[config.mk]
export PLATFORM = sky130hd
export DESIGN_NAME = axil_write_arbiter
export DESIGN_NICKNAME = d
export VERILOG_FILES = /design/src/rtl/axil_arb_pkg.sv /design/src/rtl/axil_rr_arbiter.sv /design/src/rtl/axil_write_arbiter.sv
export SDC_FILE = /design/constraint.sdc
export NUM_CORES = 1
export LEC_CHECK = 0
export CORE_MARGIN = 1.5
export CORE_UTILIZATION = 24
export CTS_BUF_LIST = sky130_fd_sc_hd__clkbuf_16
export DETAILED_ROUTE_END_ITERATION = 7
export PLACE_DENSITY = 0.79
export SLEW_MARGIN = 30
export SYNTH_ARGS = -nofsm -noshare
export SYNTH_HDL_FRONTEND = slang
export SYNTH_SLANG_ARGS = --single-unit
export TNS_END_PERCENT = 30
[constraint.sdc]
create_clock -name axi_aclk -period 1.6 [get_ports axi_aclk]
set_clock_uncertainty 0.1 [all_clocks]
set_input_delay 0.32 -clock axi_aclk [delete_from_list [all_inputs] [get_ports axi_aclk]]
set_output_delay 0.32 -clock axi_aclk [all_outputs]
set_load 0.01 [all_outputs]
[src/rtl/axil_arb_pkg.sv]
// Shared types and helpers for the AXI-Lite write arbiter.
package axil_arb_pkg;

  typedef enum logic [1:0] {
    IDLE = 2'd0,
    XFER = 2'd1,
    RESP = 2'd2
  } arb_state_t;

  localparam int RESP_OKAY   = 0;
  localparam int RESP_SLVERR = 2;

  // Next requester index with wrap-around at n.
  function automatic logic [31:0] wrap_inc(input logic [31:0] idx, input int n);
    return (idx + 32'd1 >= 32'(n)) ? 32'd0 : idx + 32'd1;
  endfunction

endpackage

[src/rtl/axil_rr_arbiter.sv]
// Requester selection: round-robin from last_grant+1, or lowest-index-wins
// when AXIL_ARB_FIXED_PRIO_EN is defined.
module axil_rr_arbiter
  import axil_arb_pkg::*;
#(
  parameter int NUM_REQ = 2,
  localparam int IDX_W  = $clog2(NUM_REQ)
) (
  input  logic [NUM_REQ-1:0] req,
  input  logic               en,
  input  logic [IDX_W-1:0]   last_grant,
  output logic [IDX_W-1:0]   grant,
  output logic               found
);

`ifdef AXIL_ARB_FIXED_PRIO_EN
  logic unused_last;
  assign unused_last = ^last_grant;

  always_comb begin
    grant = '0;
    found = 1'b0;
    for (int k = NUM_REQ - 1; k >= 0; k--) begin
      if (en && req[k]) begin
        grant = IDX_W'(k);
        found = 1'b1;
      end
    end
  end
`else
  logic [31:0] idx;

  always_comb begin
    grant = '0;
    found = 1'b0;
    idx   = wrap_inc(32'(last_grant), NUM_REQ);
    for (int k = 0; k < NUM_REQ; k++) begin
      if (en && !found && req[idx[IDX_W-1:0]]) begin
        grant = idx[IDX_W-1:0];
        found = 1'b1;
      end
      idx = wrap_inc(idx, NUM_REQ);
    end
  end
`endif

endmodule

[src/rtl/axil_write_arbiter.sv]
// Shares one AXI-Lite write port among NUM_REQ masters, one transaction at a time.
// Define AXIL_ARB_FIXED_PRIO_EN for fixed lowest-index priority instead of round-robin.
module axil_write_arbiter
  import axil_arb_pkg::*;
#(
  parameter int DATA_WIDTH = 32,
  parameter int ADDR_WIDTH = 8,
  parameter int RESP_WIDTH = 3,
  parameter int NUM_REQ    = 2
) (
  input  logic                                 axi_aclk,
  input  logic                                 axi_areset,
  input  logic [NUM_REQ*ADDR_WIDTH-1:0]        s_axi_awaddr,
  input  logic [NUM_REQ-1:0]                   s_axi_awvalid,
  output logic [NUM_REQ-1:0]                   s_axi_awready,
  input  logic [NUM_REQ*DATA_WIDTH-1:0]        s_axi_wdata,
  input  logic [NUM_REQ*(DATA_WIDTH/8+1)-1:0]  s_axi_wstrb,
  input  logic [NUM_REQ-1:0]                   s_axi_wvalid,
  output logic [NUM_REQ-1:0]                   s_axi_wready,
  output logic [NUM_REQ*RESP_WIDTH-1:0]        s_axi_bresp,
  output logic [NUM_REQ-1:0]                   s_axi_bvalid,
  input  logic [NUM_REQ-1:0]                   s_axi_bready,
  output logic [ADDR_WIDTH-1:0]                m_axi_awaddr,
  output logic                                 m_axi_awvalid,
  input  logic                                 m_axi_awready,
  output logic [DATA_WIDTH-1:0]                m_axi_wdata,
  output logic [DATA_WIDTH/8:0]                m_axi_wstrb,
  output logic                                 m_axi_wvalid,
  input  logic                                 m_axi_wready,
  input  logic [RESP_WIDTH-1:0]                m_axi_bresp,
  input  logic                                 m_axi_bvalid,
  output logic                                 m_axi_bready,
  output logic [$clog2(NUM_REQ)-1:0]           grant_id,
  output logic                                 busy
);

  localparam int IDX_W  = $clog2(NUM_REQ);
  localparam int STRB_W = DATA_WIDTH/8 + 1;

  arb_state_t       state;
  logic [IDX_W-1:0] last_grant;
  logic             aw_done, w_done;
  logic             in_xfer, in_resp;
  logic             aw_hs, w_hs;
  logic [IDX_W-1:0] arb_grant;
  logic             arb_found;

  logic [NUM_REQ-1:0][ADDR_WIDTH-1:0] awaddr_a;
  logic [NUM_REQ-1:0][DATA_WIDTH-1:0] wdata_a;
  logic [NUM_REQ-1:0][STRB_W-1:0]     wstrb_a;
  logic [NUM_REQ-1:0][RESP_WIDTH-1:0] bresp_a;

  assign awaddr_a    = s_axi_awaddr;
  assign wdata_a     = s_axi_wdata;
  assign wstrb_a     = s_axi_wstrb;
  assign s_axi_bresp = bresp_a;

  assign in_xfer = (state == XFER);
  assign in_resp = (state == RESP);

  axil_rr_arbiter #(.NUM_REQ(NUM_REQ)) u_arb (
    .req        (s_axi_awvalid),
    .en         (state == IDLE),
    .last_grant (last_grant),
    .grant      (arb_grant),
    .found      (arb_found)
  );

  // Downstream side: everything is muxed from the owner and zeroed outside its phase.
  assign m_axi_awvalid = in_xfer & s_axi_awvalid[grant_id] & ~aw_done;
  assign m_axi_wvalid  = in_xfer & s_axi_wvalid[grant_id] & ~w_done;
  assign aw_hs         = m_axi_awvalid & m_axi_awready;
  assign w_hs          = m_axi_wvalid & m_axi_wready;
  assign m_axi_awaddr  = in_xfer ? awaddr_a[grant_id] : '0;
  assign m_axi_wdata   = in_xfer ? wdata_a[grant_id]  : '0;
  assign m_axi_wstrb   = in_xfer ? wstrb_a[grant_id]  : '0;
  assign m_axi_bready  = in_resp & s_axi_bready[grant_id];

  for (genvar i = 0; i < NUM_REQ; i++) begin : g_req
    logic sel;
    assign sel              = (grant_id == IDX_W'(i));
    assign s_axi_awready[i] = in_xfer & sel & m_axi_awready & ~aw_done;
    assign s_axi_wready[i]  = in_xfer & sel & m_axi_wready & ~w_done;
    assign s_axi_bvalid[i]  = in_resp & sel & m_axi_bvalid;
    assign bresp_a[i]       = (in_resp & sel) ? m_axi_bresp : '0;
  end

  always_ff @(posedge axi_aclk) begin
    if (axi_areset) begin
      state      <= IDLE;
      grant_id   <= '0;
      busy       <= 1'b0;
      aw_done    <= 1'b0;
      w_done     <= 1'b0;
      last_grant <= IDX_W'(NUM_REQ - 1);
    end else begin
      case (state)
        IDLE: begin
          if (arb_found) begin
            grant_id <= arb_grant;
            busy     <= 1'b1;
            state    <= XFER;
          end
        end
        XFER: begin
          if ((aw_done | aw_hs) && (w_done | w_hs)) begin
            aw_done <= 1'b0;
            w_done  <= 1'b0;
            state   <= RESP;
          end else begin
            if (aw_hs) aw_done <= 1'b1;
            if (w_hs)  w_done  <= 1'b1;
          end
        end
        RESP: begin
          if (m_axi_bvalid && s_axi_bready[grant_id]) begin
            last_grant <= grant_id;
            busy       <= 1'b0;
            state      <= IDLE;
          end
        end
        default: state <= IDLE;
      endcase
    end
  end

endmodule

==> out/summary.log <==
qor: hold_path.hold_path_class reg2reg
qor: pwr.p_per_area 461 mW/mm^2
qor: worst_setup_path.slowest_stage dfxtp_4
qor: cells_and_area.final_antenna_diode_count 0
qor: worst_setup_path.critPathBufInv 3
qor: worst_setup_path.critPathLaunch grant_id
qor: global_routing.antenna_found_initial 0
qor: route.num_vias 1,951
qor: worst_setup_path.crit_path_start_kind flop
qor: floorplan.dieWidth 73.0 um
qor: cells_and_area.syn_to_final_growth 182%
qor: worst_setup_path.worst_path_dominant_cell_family buffers and inverters
qor: timing.achievable-frequency 547 MHz
qor: synthesis.synth.yosys.seq_area_share 11.9%
qor: timing.setup_slack -0.227 ns
qor: timing.grt_setup_unrepaired yes
qor: synthesis.yosysTopAreaCell mux2i_1
qor: timing.fin_crit 1.83 ns
qor: clocking.cts-htree-levels 1
qor: route.route.detailed.wl_per_inst 14.1 um
qor: worst_setup_path.critPathCapture m_axi_wvalid
qor: worst_setup_path.cp.depth 5
qor: outcome.run_status finished, violations left
qor: run.max-cap-violations 0
qor: clocking.ctsHoldBuffers 0
qor: worst_setup_path.setup.worst_path.end_class output port
qor: floorplan.io_pins 166
qor: route.antenna_left 0
qor: global_routing.grtUsageMet3 3.73%
qor: timing.slew-limit-headroom 76.1%
qor: worst_setup_path.ff2ff_setup_slack -0.15 ns
qor: worst_setup_path.register_to_register_path_depth 6
qor: placement.dp_hpwl 4590 um
qor: route.post_drt_via_cell_ratio 4.52
qor: global_routing.grt_first_pass_wirelength 8660 um
qor: worst_setup_path.critical_path_peak_fanout 5
qor: cells_and_area.final_common_cell clkdlybuf4s50_1
qor: floorplan.starting_density 24.9%
qor: clocking.tritoncts_clock_tree yes
qor: timing.final_report_max_slew_violation_count 0
qor: hold_path.hold_path_depth 2
qor: cells_and_area.mostFrequentLayoutCells 103 x clkdlybuf4s50_1, 58 x buf_2, 50 x nor2_1
qor: global_routing.global_routing_s_busiest_layer met2
qor: global_routing.grt_overflow 0
qor: worst_setup_path.list_of_cells_traversed_by_the_critical_path buf_12 -> buf_12 -> mux2_4 -> and2_4 -> buf_6
qor: worst_setup_path.worst_path_most_repeated_cell buf_12
qor: global_routing.grt_util_met1 23.5%
qor: placement.post-place-cells 405
qor: floorplan.fp-row-count 25
qor: timing.final.period_utilization 114%
qor: worst_setup_path.critPathKind reg2out
qor: clocking.worst_skew_pair.late_latency 0.23 ns
qor: placement.portBuffers 165
qor: placement.detailed_place.area 0.00304 sq mm
qor: route.drtIter0Drc 56
qor: synthesis.ys_seq_elements 7
qor: global_routing.gr-usage-all-layers 20.7%
qor: timing.fin_tns_setup -4.70 ns
qor: cells_and_area.finish.net_count 470
qor: global_routing.number_of_global_route_vias_before_repair 1,800
qor: global_routing.pin_count_of_the_biggest_net_entering_global_routing 19
qor: pwr.vdd_ir_drop_max 303 uV
qor: timing.setup-violations-final 57
qor: worst_setup_path.crit-reg2reg-launch grant_id
qor: synthesis.yosysUniqueCellTypes 31
qor: route.route.final.wire_length 6110 um
qor: cells_and_area.layout.cells.non_filler 432
qor: clocking.clock_path_buffers 2
qor: global_routing.met2_usage 40.6%
qor: clocking.numClockSinks 7
qor: worst_setup_path.critical_path.reg2reg.endpoint state[1]
qor: placement.gp_routability_congestion 0.824
qor: synthesis.ys_top_cells_by_area mux2i_1 39%, nor2_1 19%, dfxtp_1 12%
qor: timing.worst_pin_slew 0.357 ns
qor: worst_setup_path.cpPeakStageDelay 0.36 ns
qor: synthesis.post_synth_inst_count 164
qor: route.remaining_drc_errors 0
qor: synthesis.ys_warnings 0
qor: synthesis.post_synthesis_cell_area 0.00117 sq mm
qor: clocking.numCtsBuffers 3
qor: placement.detailedPlace.worstSlack -0.477 ns
qor: cells_and_area.drive_gt1_share 37.5%
qor: floorplan.dieArea 0.00532 sq mm
qor: floorplan.core_region_area 0.00472 sq mm
qor: cells_and_area.fin_area 0.00332 sq mm
qor: outcome.violations negative setup slack
qor: timing.worst_hold_slack 0.392 ns
qor: floorplan.die_height 73.0 um
qor: clocking.clkSlewWorstSetupHoldPaths 0.04 ns
qor: pwr.power.leakage 1.51 nW
qor: timing.finalHoldViolCount 0
qor: clocking.clockRootBuffer clkbuf_16
qor: synthesis.post_synth.cell_area_avg 7.16 sq um
qor: synthesis.mappedNetlistNets 268
qor: route.detailedRoute.firstPassIterationCount 4
qor: synthesis.synthDominantCellAreaShare 39.2%
qor: worst_setup_path.critPathArrivalTime 1.41 ns
qor: worst_setup_path.cp.required 1.18 ns
[cell type report]
type / instances / area [sq um]
clock buffers: 3 / 75.1
clock inverters: 1 / 3.75
fillers: 373 / 1410
inverters: 3 / 18.8
multi-input cells: 142 / 1060
flip-flops and latches: 7 / 146
well taps: 67 / 83.8
repair buffers: 209 / 1930
[state kept, by name (all words and copies together) (netlist names)]
register and flops:
state 2, aw_done 1, busy 1, grant_id 1, last_grant 1, w_done 1
[worst min-delay path by stage]
stage                    start  endpoint  slack (ns)
global placement          busy      busy        0.38
detailed placement        busy      busy        0.39
global route              busy      busy        0.44
CTS                       busy      busy        0.39
finish                    busy      busy        0.39
floorplan           axi_areset   aw_done        0.28
[Yosys cell counts]
master / number
a211oi_2: 1
a21o_1: 1
a21oi_1: 2
a31o_1: 1
a31o_4: 1
a31oi_1: 2
a32o_1: 1
and2_1: 2
and3_1: 4
buf_2: 8
buf_4: 2
buf_6: 1
clkbuf_1: 1
dfxtp_1: 7
inv_1: 2
inv_2: 1
mux2_2: 1
mux2_4: 1
mux2i_1: 46
nand2_1: 3
nand2b_1: 7
nand3_1: 1
nor2_1: 59
nor2b_1: 1
nor3_1: 1
o211a_1: 1
o21ba_2: 1
o21bai_1: 1
o311ai_1: 1
o31ai_1: 2
or3_1: 1
[what timing repair did]
item / CTS / global route
resized for setup: 274 / 30
setup buffers: 14 / 7
gates cloned: 2 / 1
pin swaps: 7 / 10
endpoints found under the setup margin: 65 / 65
[cells by family (layout without fill, tap and decap cells)]
family	Yosys count	count (layout)	synth area share, %
simple gates	79	79	28.6
compound gates	15	15	11.1
flops	7	7	11.9
buf+inv	15	216	6.92
mux	48	48	41.4
[power breakdown]
| group | internal, W | switching (W) | leakage [nW] |
|---|---|---|---|
| clock | 0.000325 | 0.0000979 | 0.0423 |
| sequential | 0.000185 | 0.0000113 | 0.0588 |
| combinational | 0.000574 | 0.000336 | 1.41 |
[metrics by stage]
stage	utilization (%)	power [W]
after detailed placement	64.3	0.00102
final	70.2	0.00153
after global routing	70.2	0.00161
after floorplan	-	0.000489
after CTS	66.7	0.00146
after global placement	64.3	0.00101
[tightest hold or removal path: cells and delay by family, from the launching register on]
kind	cells	cell delay [ns]
flops	1	0.32
compound gates	2	0.12
[routing by layer]
layer,vias up,part of all wire [%]
li1,973,-
met1,885,38
met2,89,54
met3,4,7.2
met4,0,0.51
met5,-,0
Power figures use the tool's default switching activity.
